==> src/rtl/apb_req_pkg.sv <==
// Shared types for the APB test requester.
//   state_e : requester FSM states (idle, setup, access, response)
//   rsp_t   : captured response (read data, error flag, timeout flag)
// rdata is sized to MaxDataWidth so one struct serves every DATA_WIDTH up to that limit.
package apb_req_pkg;

  localparam int unsigned MaxDataWidth = 64;
  localparam int unsigned StatWidth    = 16;

  typedef enum logic [1:0] {
    StIdle,
    StSetup,
    StAccess,
    StResp
  } state_e;

  typedef struct packed {
    logic [MaxDataWidth-1:0] rdata;
    logic                    err;
    logic                    timeout;
  } rsp_t;

  // Width needed to hold the values 0..max_val.
  function automatic int unsigned cnt_width(input int unsigned max_val);
    return (max_val < 1) ? 1 : $clog2(max_val + 1);
  endfunction

endpackage

==> src/rtl/apb_test_requester_if.sv <==
// APB bus bundle between one requester and one completer.
//   requester modport : drives psel/penable/pwrite/paddr/pwdata, samples pready/prdata/pslverr
//   completer modport : the mirror image
interface apb_test_requester_if #(
  parameter int unsigned ADDR_WIDTH = 32,
  parameter int unsigned DATA_WIDTH = 32
) ();

  logic                  psel;
  logic                  penable;
  logic                  pwrite;
  logic [ADDR_WIDTH-1:0] paddr;
  logic [DATA_WIDTH-1:0] pwdata;
  logic                  pready;
  logic [DATA_WIDTH-1:0] prdata;
  logic                  pslverr;

  modport requester (
    output psel, penable, pwrite, paddr, pwdata,
    input  pready, prdata, pslverr
  );

  modport completer (
    input  psel, penable, pwrite, paddr, pwdata,
    output pready, prdata, pslverr
  );

endinterface

==> src/rtl/apb_sat_counter.sv <==
// Saturating up-counter: increments on inc, holds at all-ones.
//   clk   : clock
//   rst_n : asynchronous active-low reset, clears the count
//   inc   : increment request
//   count : current count
module apb_sat_counter #(
  parameter int unsigned WIDTH = 16
) (
  input  logic             clk,
  input  logic             rst_n,
  input  logic             inc,
  output logic [WIDTH-1:0] count
);

  logic [WIDTH-1:0] count_q;

  always_ff @(posedge clk or negedge rst_n) begin
    if (!rst_n) begin
      count_q <= '0;
    end else if (inc && (count_q != '1)) begin
      count_q <= count_q + WIDTH'(1);
    end
  end

  assign count = count_q;

endmodule

==> src/rtl/apb_test_requester.sv <==
// APB test requester: turns one command at a time into an APB transfer and returns a response.
//   pclk, preset_n       : clock and asynchronous active-low reset
//   apb                  : APB bus, requester side
//   cmd_valid/cmd_ready  : command handshake; cmd_write, cmd_addr, cmd_wdata carry the command
//   rsp_valid/rsp_ready  : response handshake; rsp_rdata, rsp_err, rsp_timeout carry the result
// Optional build macro APB_REQ_STATS_EN adds saturating counters stat_xfers, stat_errs and
// stat_timeouts, each bumped when a transfer enters the response state.
// DATA_WIDTH must not exceed apb_req_pkg::MaxDataWidth.
module apb_test_requester
  import apb_req_pkg::*;
#(
  parameter int unsigned ADDR_WIDTH     = 32,
  parameter int unsigned DATA_WIDTH     = 32,
  parameter int unsigned TIMEOUT_CYCLES = 256
) (
  input  logic                  pclk,
  input  logic                  preset_n,
  apb_test_requester_if.requester apb,
  input  logic                  cmd_valid,
  output logic                  cmd_ready,
  input  logic                  cmd_write,
  input  logic [ADDR_WIDTH-1:0] cmd_addr,
  input  logic [DATA_WIDTH-1:0] cmd_wdata,
  output logic                  rsp_valid,
  input  logic                  rsp_ready,
  output logic [DATA_WIDTH-1:0] rsp_rdata,
  output logic                  rsp_err,
  output logic                  rsp_timeout
`ifdef APB_REQ_STATS_EN
  ,
  output logic [StatWidth-1:0]  stat_xfers,
  output logic [StatWidth-1:0]  stat_errs,
  output logic [StatWidth-1:0]  stat_timeouts
`endif
);

  localparam int unsigned      CntWidth = cnt_width(TIMEOUT_CYCLES);
  localparam logic [CntWidth-1:0] CntLast = CntWidth'(TIMEOUT_CYCLES - 1);
  localparam logic [CntWidth-1:0] CntMax  = CntWidth'(TIMEOUT_CYCLES);

  state_e                state_q, state_d;
  logic [CntWidth-1:0]   cnt_q;
  logic                  write_q;
  logic [ADDR_WIDTH-1:0] addr_q;
  logic [DATA_WIDTH-1:0] wdata_q;
  rsp_t                  rsp_q, rsp_d;

  logic cmd_accept;
  logic pready_hit;
  logic tmo_hit;

  assign cmd_accept = cmd_valid && cmd_ready;
  assign pready_hit = (state_q == StAccess) && apb.pready;
  // pready takes priority over the terminal count in the same cycle.
  assign tmo_hit    = (state_q == StAccess) && !apb.pready && (cnt_q == CntLast);

  // State register.
  always_ff @(posedge pclk or negedge preset_n) begin
    if (!preset_n) begin
      state_q <= StIdle;
    end else begin
      state_q <= state_d;
    end
  end

  // Next-state logic.
  always_comb begin
    state_d = state_q;
    unique case (state_q)
      StIdle:   if (cmd_accept) state_d = StSetup;
      StSetup:  state_d = StAccess;
      StAccess: if (pready_hit || tmo_hit) state_d = StResp;
      StResp:   if (rsp_ready) state_d = StIdle;
      default:  state_d = StIdle;
    endcase
  end

  // Outputs decoded from state. cmd_ready is gated by reset so it reads 0 while held in reset.
  always_comb begin
    cmd_ready   = (state_q == StIdle) && preset_n;
    apb.psel    = (state_q == StSetup) || (state_q == StAccess);
    apb.penable = (state_q == StAccess);
    rsp_valid   = (state_q == StResp);
  end

  // Response captured as ACCESS ends; it is only written there, so it is stable throughout RESP.
  always_comb begin
    rsp_d = rsp_q;
    if (pready_hit) begin
      rsp_d.rdata   = write_q ? '0 : MaxDataWidth'(apb.prdata);
      rsp_d.err     = apb.pslverr;
      rsp_d.timeout = 1'b0;
    end else if (tmo_hit) begin
      rsp_d.rdata   = '0;
      rsp_d.err     = 1'b1;
      rsp_d.timeout = 1'b1;
    end
  end

  always_ff @(posedge pclk or negedge preset_n) begin
    if (!preset_n) begin
      write_q <= 1'b0;
      addr_q  <= '0;
      wdata_q <= '0;
      cnt_q   <= '0;
      rsp_q   <= '0;
    end else begin
      if (cmd_accept) begin
        write_q <= cmd_write;
        addr_q  <= cmd_addr;
        wdata_q <= cmd_wdata;
        cnt_q   <= '0;
      end else if ((state_q == StAccess) && !apb.pready && (cnt_q != CntMax)) begin
        cnt_q <= cnt_q + CntWidth'(1);
      end
      rsp_q <= rsp_d;
    end
  end

  assign apb.pwrite = write_q;
  assign apb.paddr  = addr_q;
  assign apb.pwdata = wdata_q;

  assign rsp_rdata   = rsp_q.rdata[DATA_WIDTH-1:0];
  assign rsp_err     = rsp_q.err;
  assign rsp_timeout = rsp_q.timeout;

  // Upper rdata bits beyond DATA_WIDTH are always zero.
  logic unused_rsp_rdata;
  assign unused_rsp_rdata = ^rsp_q.rdata;

`ifdef APB_REQ_STATS_EN
  apb_sat_counter #(
    .WIDTH (StatWidth)
  ) u_stat_xfers (
    .clk   (pclk),
    .rst_n (preset_n),
    .inc   (pready_hit || tmo_hit),
    .count (stat_xfers)
  );

  apb_sat_counter #(
    .WIDTH (StatWidth)
  ) u_stat_errs (
    .clk   (pclk),
    .rst_n (preset_n),
    .inc   ((pready_hit && apb.pslverr) || tmo_hit),
    .count (stat_errs)
  );

  apb_sat_counter #(
    .WIDTH (StatWidth)
  ) u_stat_timeouts (
    .clk   (pclk),
    .rst_n (preset_n),
    .inc   (tmo_hit),
    .count (stat_timeouts)
  );
`endif

endmodule

==> src/flat_wrapper.sv <==
// flat-port wrapper written by rule: the top's interface ports become plain ports
module apb_test_requester_flat import apb_req_pkg::*;
#(
  parameter int unsigned ADDR_WIDTH     = 32,
  parameter int unsigned DATA_WIDTH     = 32,
  parameter int unsigned TIMEOUT_CYCLES = 256
)
  (pclk, preset_n, cmd_valid, cmd_ready, cmd_write, cmd_addr, cmd_wdata, rsp_valid, rsp_ready, rsp_rdata, rsp_err, rsp_timeout, apb_psel, apb_penable, apb_pwrite, apb_paddr, apb_pwdata, apb_pready, apb_prdata, apb_pslverr);
  apb_test_requester_if #(.ADDR_WIDTH(ADDR_WIDTH), .DATA_WIDTH(DATA_WIDTH)) apb_i ();
  input  logic pclk;
  input  logic preset_n;
  input  logic cmd_valid;
  output logic cmd_ready;
  input  logic cmd_write;
  input  logic [ADDR_WIDTH-1:0] cmd_addr;
  input  logic [DATA_WIDTH-1:0] cmd_wdata;
  output logic rsp_valid;
  input  logic rsp_ready;
  output logic [DATA_WIDTH-1:0] rsp_rdata;
  output logic rsp_err;
  output logic rsp_timeout;
  output wire logic [$bits(apb_i.psel)-1:0] apb_psel;
  output wire logic [$bits(apb_i.penable)-1:0] apb_penable;
  output wire logic [$bits(apb_i.pwrite)-1:0] apb_pwrite;
  output wire logic [$bits(apb_i.paddr)-1:0] apb_paddr;
  output wire logic [$bits(apb_i.pwdata)-1:0] apb_pwdata;
  input wire logic [$bits(apb_i.pready)-1:0] apb_pready;
  input wire logic [$bits(apb_i.prdata)-1:0] apb_prdata;
  input wire logic [$bits(apb_i.pslverr)-1:0] apb_pslverr;
  assign apb_psel = apb_i.psel;
  assign apb_penable = apb_i.penable;
  assign apb_pwrite = apb_i.pwrite;
  assign apb_paddr = apb_i.paddr;
  assign apb_pwdata = apb_i.pwdata;
  assign apb_i.pready = apb_pready;
  assign apb_i.prdata = apb_prdata;
  assign apb_i.pslverr = apb_pslverr;
  apb_test_requester #(.ADDR_WIDTH(ADDR_WIDTH), .DATA_WIDTH(DATA_WIDTH), .TIMEOUT_CYCLES(TIMEOUT_CYCLES)) u_core (.pclk(pclk), .preset_n(preset_n), .apb(apb_i), .cmd_valid(cmd_valid), .cmd_ready(cmd_ready), .cmd_write(cmd_write), .cmd_addr(cmd_addr), .cmd_wdata(cmd_wdata), .rsp_valid(rsp_valid), .rsp_ready(rsp_ready), .rsp_rdata(rsp_rdata), .rsp_err(rsp_err), .rsp_timeout(rsp_timeout));
endmodule
==> config.mk <==
export PLATFORM = sky130hd
export DESIGN_NAME = apb_test_requester_flat
export DESIGN_NICKNAME = d
export VERILOG_FILES = /design/src/rtl/apb_req_pkg.sv /design/src/rtl/apb_test_requester_if.sv /design/src/rtl/apb_sat_counter.sv /design/src/rtl/apb_test_requester.sv /design/src/flat_wrapper.sv
export SDC_FILE = /design/constraint.sdc
export NUM_CORES = 1
export LEC_CHECK = 0
export BUFFER_PORTS_ARGS = -buffer_cell sky130_fd_sc_hd__buf_2
export CORE_ASPECT_RATIO = 1.2
export CORE_MARGIN = 5
export CORE_UTILIZATION = 45
export CTS_CLUSTER_SIZE = 8
export DETAILED_ROUTE_END_ITERATION = 6
export PLACE_DENSITY = 0.84
export SETUP_SLACK_MARGIN = 0.5
export SLEW_MARGIN = 30
export SYNTH_ARGS = -nofsm -noshare
export SYNTH_HDL_FRONTEND = slang
export SYNTH_SLANG_ARGS = --single-unit
==> constraint.sdc <==
create_clock -name pclk -period 2.15 [get_ports pclk]
set_input_delay 0.43 -clock pclk [delete_from_list [all_inputs] [get_ports pclk]]
set_output_delay 0.43 -clock pclk [all_outputs]
set_load 0.01 [all_outputs]
==> impl_metrics.ini, run 1 <==
[timing]
fmax_ghz = 0.558
rsz0062_at_grt = yes
setup_viol = 0
setup_tns_ns = 0
finalCritPeriodShare = 0.833
max_slew_margin = 0.540
hold_viol_final = 0
fin_crit_ns = 1.79
tightest_slew_ns = 0.690
final_max_slew_viol_count = 0
clock_skew_ns = 0.00853

[clock_network]
cts_tree = done
cts.sinks = 110
ctsLongestPathBuffers = 2
root_buffer = clkbuf_16
numCtsBuffers = 9
worstSkewPairLatency_ns = 0.34
clk_pin_slew_ns = 0.07
h-tree-depth = 3

[worst_setup_path]
critPathCaptureType = flip-flop
rrSetupSlack_ns = 0.36
crit_buf_inv = 1
cp.arrival_ns = 2.01
r2r-end = u_core.state_q[1]
critical_path_class = flip-flop to flip-flop
path_cells = nand4_1 > nor2_4 > ha_4 > inv_2 > a221oi_4 > mux2_1
cp_max_fo = 3
critical-path-max-stage-delay_ns = 0.39
reg2reg_depth = 6
slowest_stage = dfrtp_1
worst_setup_path_start_kind = flip-flop
path_delay_family = simple AND/OR/NAND/NOR gates
r2r_start = u_core.cnt_q[5]
cp.required_ns = 2.37

[power_and_ir_drop]
p_per_area_nw_per_um2 = 1410
design_power_total_w = 0.00889
p_leak_nw = 3.54
ir_drop_mv = 0.765

[finish]
postLayoutCellArea_sq_um = 6280
drive_gt1_frac = 0.428
insertedDiodeCount = 0
syn_to_final_growth_pct = 42.8
nets = 768
fill_cells = 740

[logic_synthesis]
synthDistinctLibCells = 37
synth_edf_count = 0
synth_area_per_cell_sq_um = 10.3
ys_ff_latch = 110
synthArstFlopShare = 1.00
synth_sequential_area_ratio = 0.625
synth_nets = 536
synthesis.area_sq_um = 4400
ys.flop_type = dfrtp_1
ys_warn_count = 0
syn_inst = 427

[job]
drv_cap = 0

[route]
ant_nets = 0
detail_route.vias_per_cell = 5.07
drc = 0
dr.first_iter.drc_count = 172
drt-total-wl_microns = 12700
vias = 3987
dr.pass1.iters = 4
avgRoutedWirePerCell_microns = 16.2

[run_status]
outcome = completed

[placed_design]
io_buffers = 205
hpwl_microns = 8250
gp_congestion = 0.784
placed_area_sq_um = 5570

[hold_path]
hold_class = primary input to async pin

[die]
io_pins = 206
die_x_microns = 100
die_h_microns = 118
start_util = 0.460
design.die.area_sq_um = 11900
num_rows = 39
core_sq_um = 9560

[global_route]
gr-total-overflow = 0
track_usage = 0.197
grt_antenna_before_repair = 0
grt_pass1_wl_microns = 19000
grt_max_degree = 75
first_global_vias = 4091
-- per-layer routing --
layer | wire length (microns) | global-route usage
met5 | 0 | 0
met4 | 350 | 0.0792
met3 | 951 | 0.0460
met2 | 6680 | 0.336
met1 | 4730 | 0.238
-- worst max path at each step --
stage	endpoint	from	depth (start not counted)	slack, ns
floorplan	u_core.state_q[1]	u_core.cnt_q[0]	7	0.44
global placement	u_core.rsp_rdata[19]	u_core.cnt_q[1]	6	-0.008
detailed placement	u_core.rsp_rdata[17]	u_core.cnt_q[1]	6	0.23
CTS	u_core.state_q[1]	u_core.cnt_q[0]	7	0.41
global route	u_core.state_q[1]	u_core.cnt_q[5]	6	0.34
finish	u_core.state_q[1]	u_core.cnt_q[5]	6	0.36
-- registers in the layout (all words and copies together) (netlist names) --
register / flops
u_core.rsp_rdata: 32
u_core.apb.pwrite: 1
u_core.cnt_q: 9
u_core.rsp_err: 1
u_core.apb.pwdata: 32
u_core.rsp_timeout: 1
u_core.apb.paddr: 32
u_core.state_q: 2
-- Yosys cell counts, types with 3 or more instances --
library cell	instances	area share
a21oi_1	4	0.0045
a21oi_2	3	0.0060
a22o_1	32	0.064
buf_2	12	0.014
buf_4	4	0.0068
clkbuf_1	5	0.0043
dfrtp_1	110	0.63
ha_1	6	0.017
inv_1	8	0.0068
nand2_1	203	0.17
o21ai_0	4	0.0045
or3_1	3	0.0043
-- power by group --
| group | total, W | switching [W] | internal (W) |
|---|---|---|---|
| sequential | 0.00353 | 0.000527 | 0.00301 |
| clock | 0.00160 | 0.000701 | 0.000896 |
| combinational | 0.00376 | 0.00199 | 0.00177 |
| total | 0.00889 | 0.00321 | 0.00568 |
-- worst register-to-register path, stage by stage (launching register included) --
cell	delay [ns]
dfrtp_1	0.39
nand4_1	0.25
nor2_4	0.20
ha_4	0.16
inv_2	0.05
a221oi_4	0.27
mux2_1	0.35
-- kinds of logic (layout without fill, tap and decap cells) --
family | count (synthesis) | count (layout) | synth area share
DFF | 110 | 110 | 0.625
adders and majority gates | 6 | 6 | 0.0171
buffers and inverters | 31 | 266 | 0.0367
and+or+nand+nor | 224 | 224 | 0.214
AOI/OAI and AO/OA | 53 | 54 | 0.0998
muxes | 3 | 3 | 0.00711
-- area by class of cell --
cell class | instances | area (sq um) | share of cell area
Clock inverter | 4 | 48.8 | 0.00776
Multi-Input combinational cell | 287 | 1610 | 0.257
Sequential cell | 110 | 2750 | 0.438
Clock buffer | 11 | 233 | 0.0370
Inverter | 8 | 33.8 | 0.00538
Tap cell | 123 | 154 | 0.0245
Timing Repair Buffer | 243 | 1450 | 0.231
-- metrics by stage --
step	utilization	hold WS (ns)	instances	worst slack, ns
global placement	0.582	0.230	742	-0.00787
detailed placement	0.582	0.232	742	0.233
finish	0.657	0.270	786	0.359
global route	0.657	0.271	786	0.338
floorplan	-	0.134	427	0.438
CTS	0.631	0.265	770	0.409
-- cell usage in the layout, fill, tap and decap left out, types with 2 or more instances in the layout --
cell type and n:
buf_2 204, nand2_1 203, dfrtp_1 110, a22o_1 32, buf_4 25, clkbuf_16 12
inv_1 5, buf_6 5, buf_12 5, o21ai_0 4, a21oi_2 4, or3_1 3
a21oi_1 3, ha_4 3, inv_2 2, nand2b_1 2, o311ai_0 2, mux2i_1 2
o21ai_4 2, ha_2 2, clkinv_2 2, clkbuf_1 2
-- what timing repair did --
item / in CTS / in global routing
pin swaps: 8 / 23
resized for setup: 14 / 10
endpoints found under the setup margin: 45 / 70
hold buffers: 1 / 0
cloned: 1 / 3
endpoints found under the hold margin: 1 / 0
buffers inserted: 11 / 13
Power figures use the tool's default switching activity.
==> inputs of run 2 (changes only) <==
- clock period: 2.15 -> 1.8 ns (I/O delays scaled with it)
==> run 2 against run 1 <==
Register-to-register slack got worse by 0.32 ns. First-iteration DRC count rose by 56%. Largest cell class unchanged. Sequential share of layout area fell by 6.3 points. Via count rose by 6.5%. Largest power group unchanged. Flip-flop and latch count did not move. Critical path depth did not move.
==> impl_metrics.ini, run 2 (same netlist as run 1, synthesis figures left out) <==
[route]
avgRoutedWirePerCell_microns = 19.4
dr.first_iter.drc_count = 268
vias = 4247
drt-total-wl_microns = 15500
drc = 0
detail_route.vias_per_cell = 5.30
dr.pass1.iters = 4
ant_nets = 0

[global_route]
grt_pass1_wl_microns = 23400
track_usage = 0.251
gr-total-overflow = 0
first_global_vias = 4499
grt_max_degree = 64
grt_antenna_before_repair = 1

[run_status]
outcome = completed

[clock_network]
numCtsBuffers = 9
clk_pin_slew_ns = 0.07
root_buffer = clkbuf_16
ctsLongestPathBuffers = 2
h-tree-depth = 3
worstSkewPairLatency_ns = 0.33
cts.sinks = 110
hold_buffers = 0
cts_tree = done

[timing]
fin_crit_ns = 1.76
clock_skew_ns = 0.00657
max_slew_margin = 0.480
finalCritPeriodShare = 0.977
tightest_slew_ns = 0.780
rsz0062_at_grt = yes
final_max_slew_viol_count = 0
setup_tns_ns = 0
fmax_ghz = 0.569
hold_ws_ns = 0.167
setup_viol = 0
hold_viol_final = 0

[worst_setup_path]
path_cells = nand4_1 > nor2_4 > ha_4 > inv_2 > a221oi_4 > mux2_4
path_delay_family = flip-flops
critical_path_class = flip-flop to flip-flop
critPathCaptureType = flip-flop
worst_setup_path_start_kind = flip-flop
crit_buf_inv = 1
critical-path-max-stage-delay_ns = 0.44
slowest_stage = dfrtp_1
cp.required_ns = 2.02
cp.arrival_ns = 1.98
cp_max_fo = 4

[power_and_ir_drop]
p_leak_nw = 4.16
ir_drop_mv = 0.725
p_per_area_nw_per_um2 = 1630

[finish]
final_cell_mix = buf_2 (200), dfrtp_1 (109), nand2_1 (97), nand2_2 (59), nand2_4 (47)
layout_commonest_cell = buf_2
drive_gt1_frac = 0.612
nets = 783
syn_to_final_growth_pct = 66.9
fill_cells = 591

[die]
die_h_microns = 118
die_x_microns = 100
io_pins = 206
design.die.area_sq_um = 11900
num_rows = 39
start_util = 0.460
core_sq_um = 9560

[placed_design]
io_buffers = 205
gp_congestion = 0.833
hpwl_microns = 8100

[job]
drv_cap = 0

[hold_path]
hold_class = primary input to async pin
==> run 2: cell count changes in the layout (fill, tap and decap cells not counted), sizes merged <==
cell | previous run | this run
clkbuf | 14 | 11
bufinv | 1 | 2
dlygate4sd3 | 1 | 0
buf | 239 | 258
diode | 0 | 1
o21ai | 6 | 5
==> run 2: where the power goes <==
| group | internal (W) | leakage (nW) | total (W) | switching, W |
|---|---|---|---|---|
| Sequential | 0.00359 | 1.39 | 0.00426 | 0.000667 |
| Clock | 0.00121 | 0.152 | 0.00205 | 0.000848 |
| Combinational | 0.00272 | 2.62 | 0.00563 | 0.00291 |
==> run 2: worst paths after layout <==
| check | start | end | slack (ns) | cells past startpoint |
|---|---|---|---|---|
| min in group pclk | cmd_addr[12] | u_core.apb.paddr[12] | 0.22 | 3 |
| worst max register to register | u_core.cnt_q[6] | u_core.state_q[1] | 0.04 | 6 |
| worst min-delay path | preset_n | u_core.state_q[1] | 0.17 | 2 |
| worst max-delay path | u_core.cnt_q[6] | u_core.state_q[1] | 0.04 | 6 |
| max in group asynchronous | preset_n | u_core.apb.pwdata[19] | 1.03 | 2 |
| worst min register to register | u_core.apb.pwdata[10] | u_core.apb.pwdata[10] | 0.47 | 2 |
==> run 2: area by class of cell <==
class	count	area, sq um	area share
antenna	1	2.50	0.000341
clock buffer	10	229	0.0312
clock inverter	5	75.1	0.0102
inverter	8	33.8	0.00460
multi-input combinational	286	2180	0.297
sequential	110	2750	0.375
tap	123	154	0.0210
timing repair buffer	259	1910	0.261
==> run 2: layer usage <==
layer | global-route usage | share of wire
met2 | 0.439 | 0.54
met5 | 0 | 0
met1 | 0.296 | 0.37
met4 | 0.0986 | 0.029
met3 | 0.0583 | 0.062
==> run 2: repair_timing <==
| action | in CTS | in global routing |
|---|---|---|
| resized for setup | 97 | 121 |
| cloned | 14 | 1 |
| buffers inserted | 21 | 8 |
| pin swaps | 67 | 37 |
| hold endpoints to repair | 0 | 0 |
| setup endpoints to repair | 113 | 114 |
==> run 2: worst register-to-register path: cells and delay by family (launching register included) <==
kind                     cells  cell delay, ns
multiplexers                 1            0.32
adder cells (fa/ha/maj)      1            0.15
AO/OA/AOI/OAI                1            0.26
flip-flops                   1            0.44
AND/OR/NAND/NOR              2            0.44
buffers and inverters        1            0.05
==> run 2: stage by stage <==
stage / utilization / area, sq um / instances / worst slack, ns / power, W
after floorplan: - / 4460 / 427 / 0.0880 / 0.00644
after global placement: 0.586 / 5600 / 742 / 0.0759 / 0.00799
after detailed placement: 0.586 / 5600 / 742 / 0.0125 / 0.00819
after CTS: 0.712 / 6810 / 792 / 0.104 / 0.0113
after global routing: 0.768 / 7350 / 802 / -0.0238 / 0.0126
final: 0.768 / 7350 / 802 / 0.0417 / 0.0119
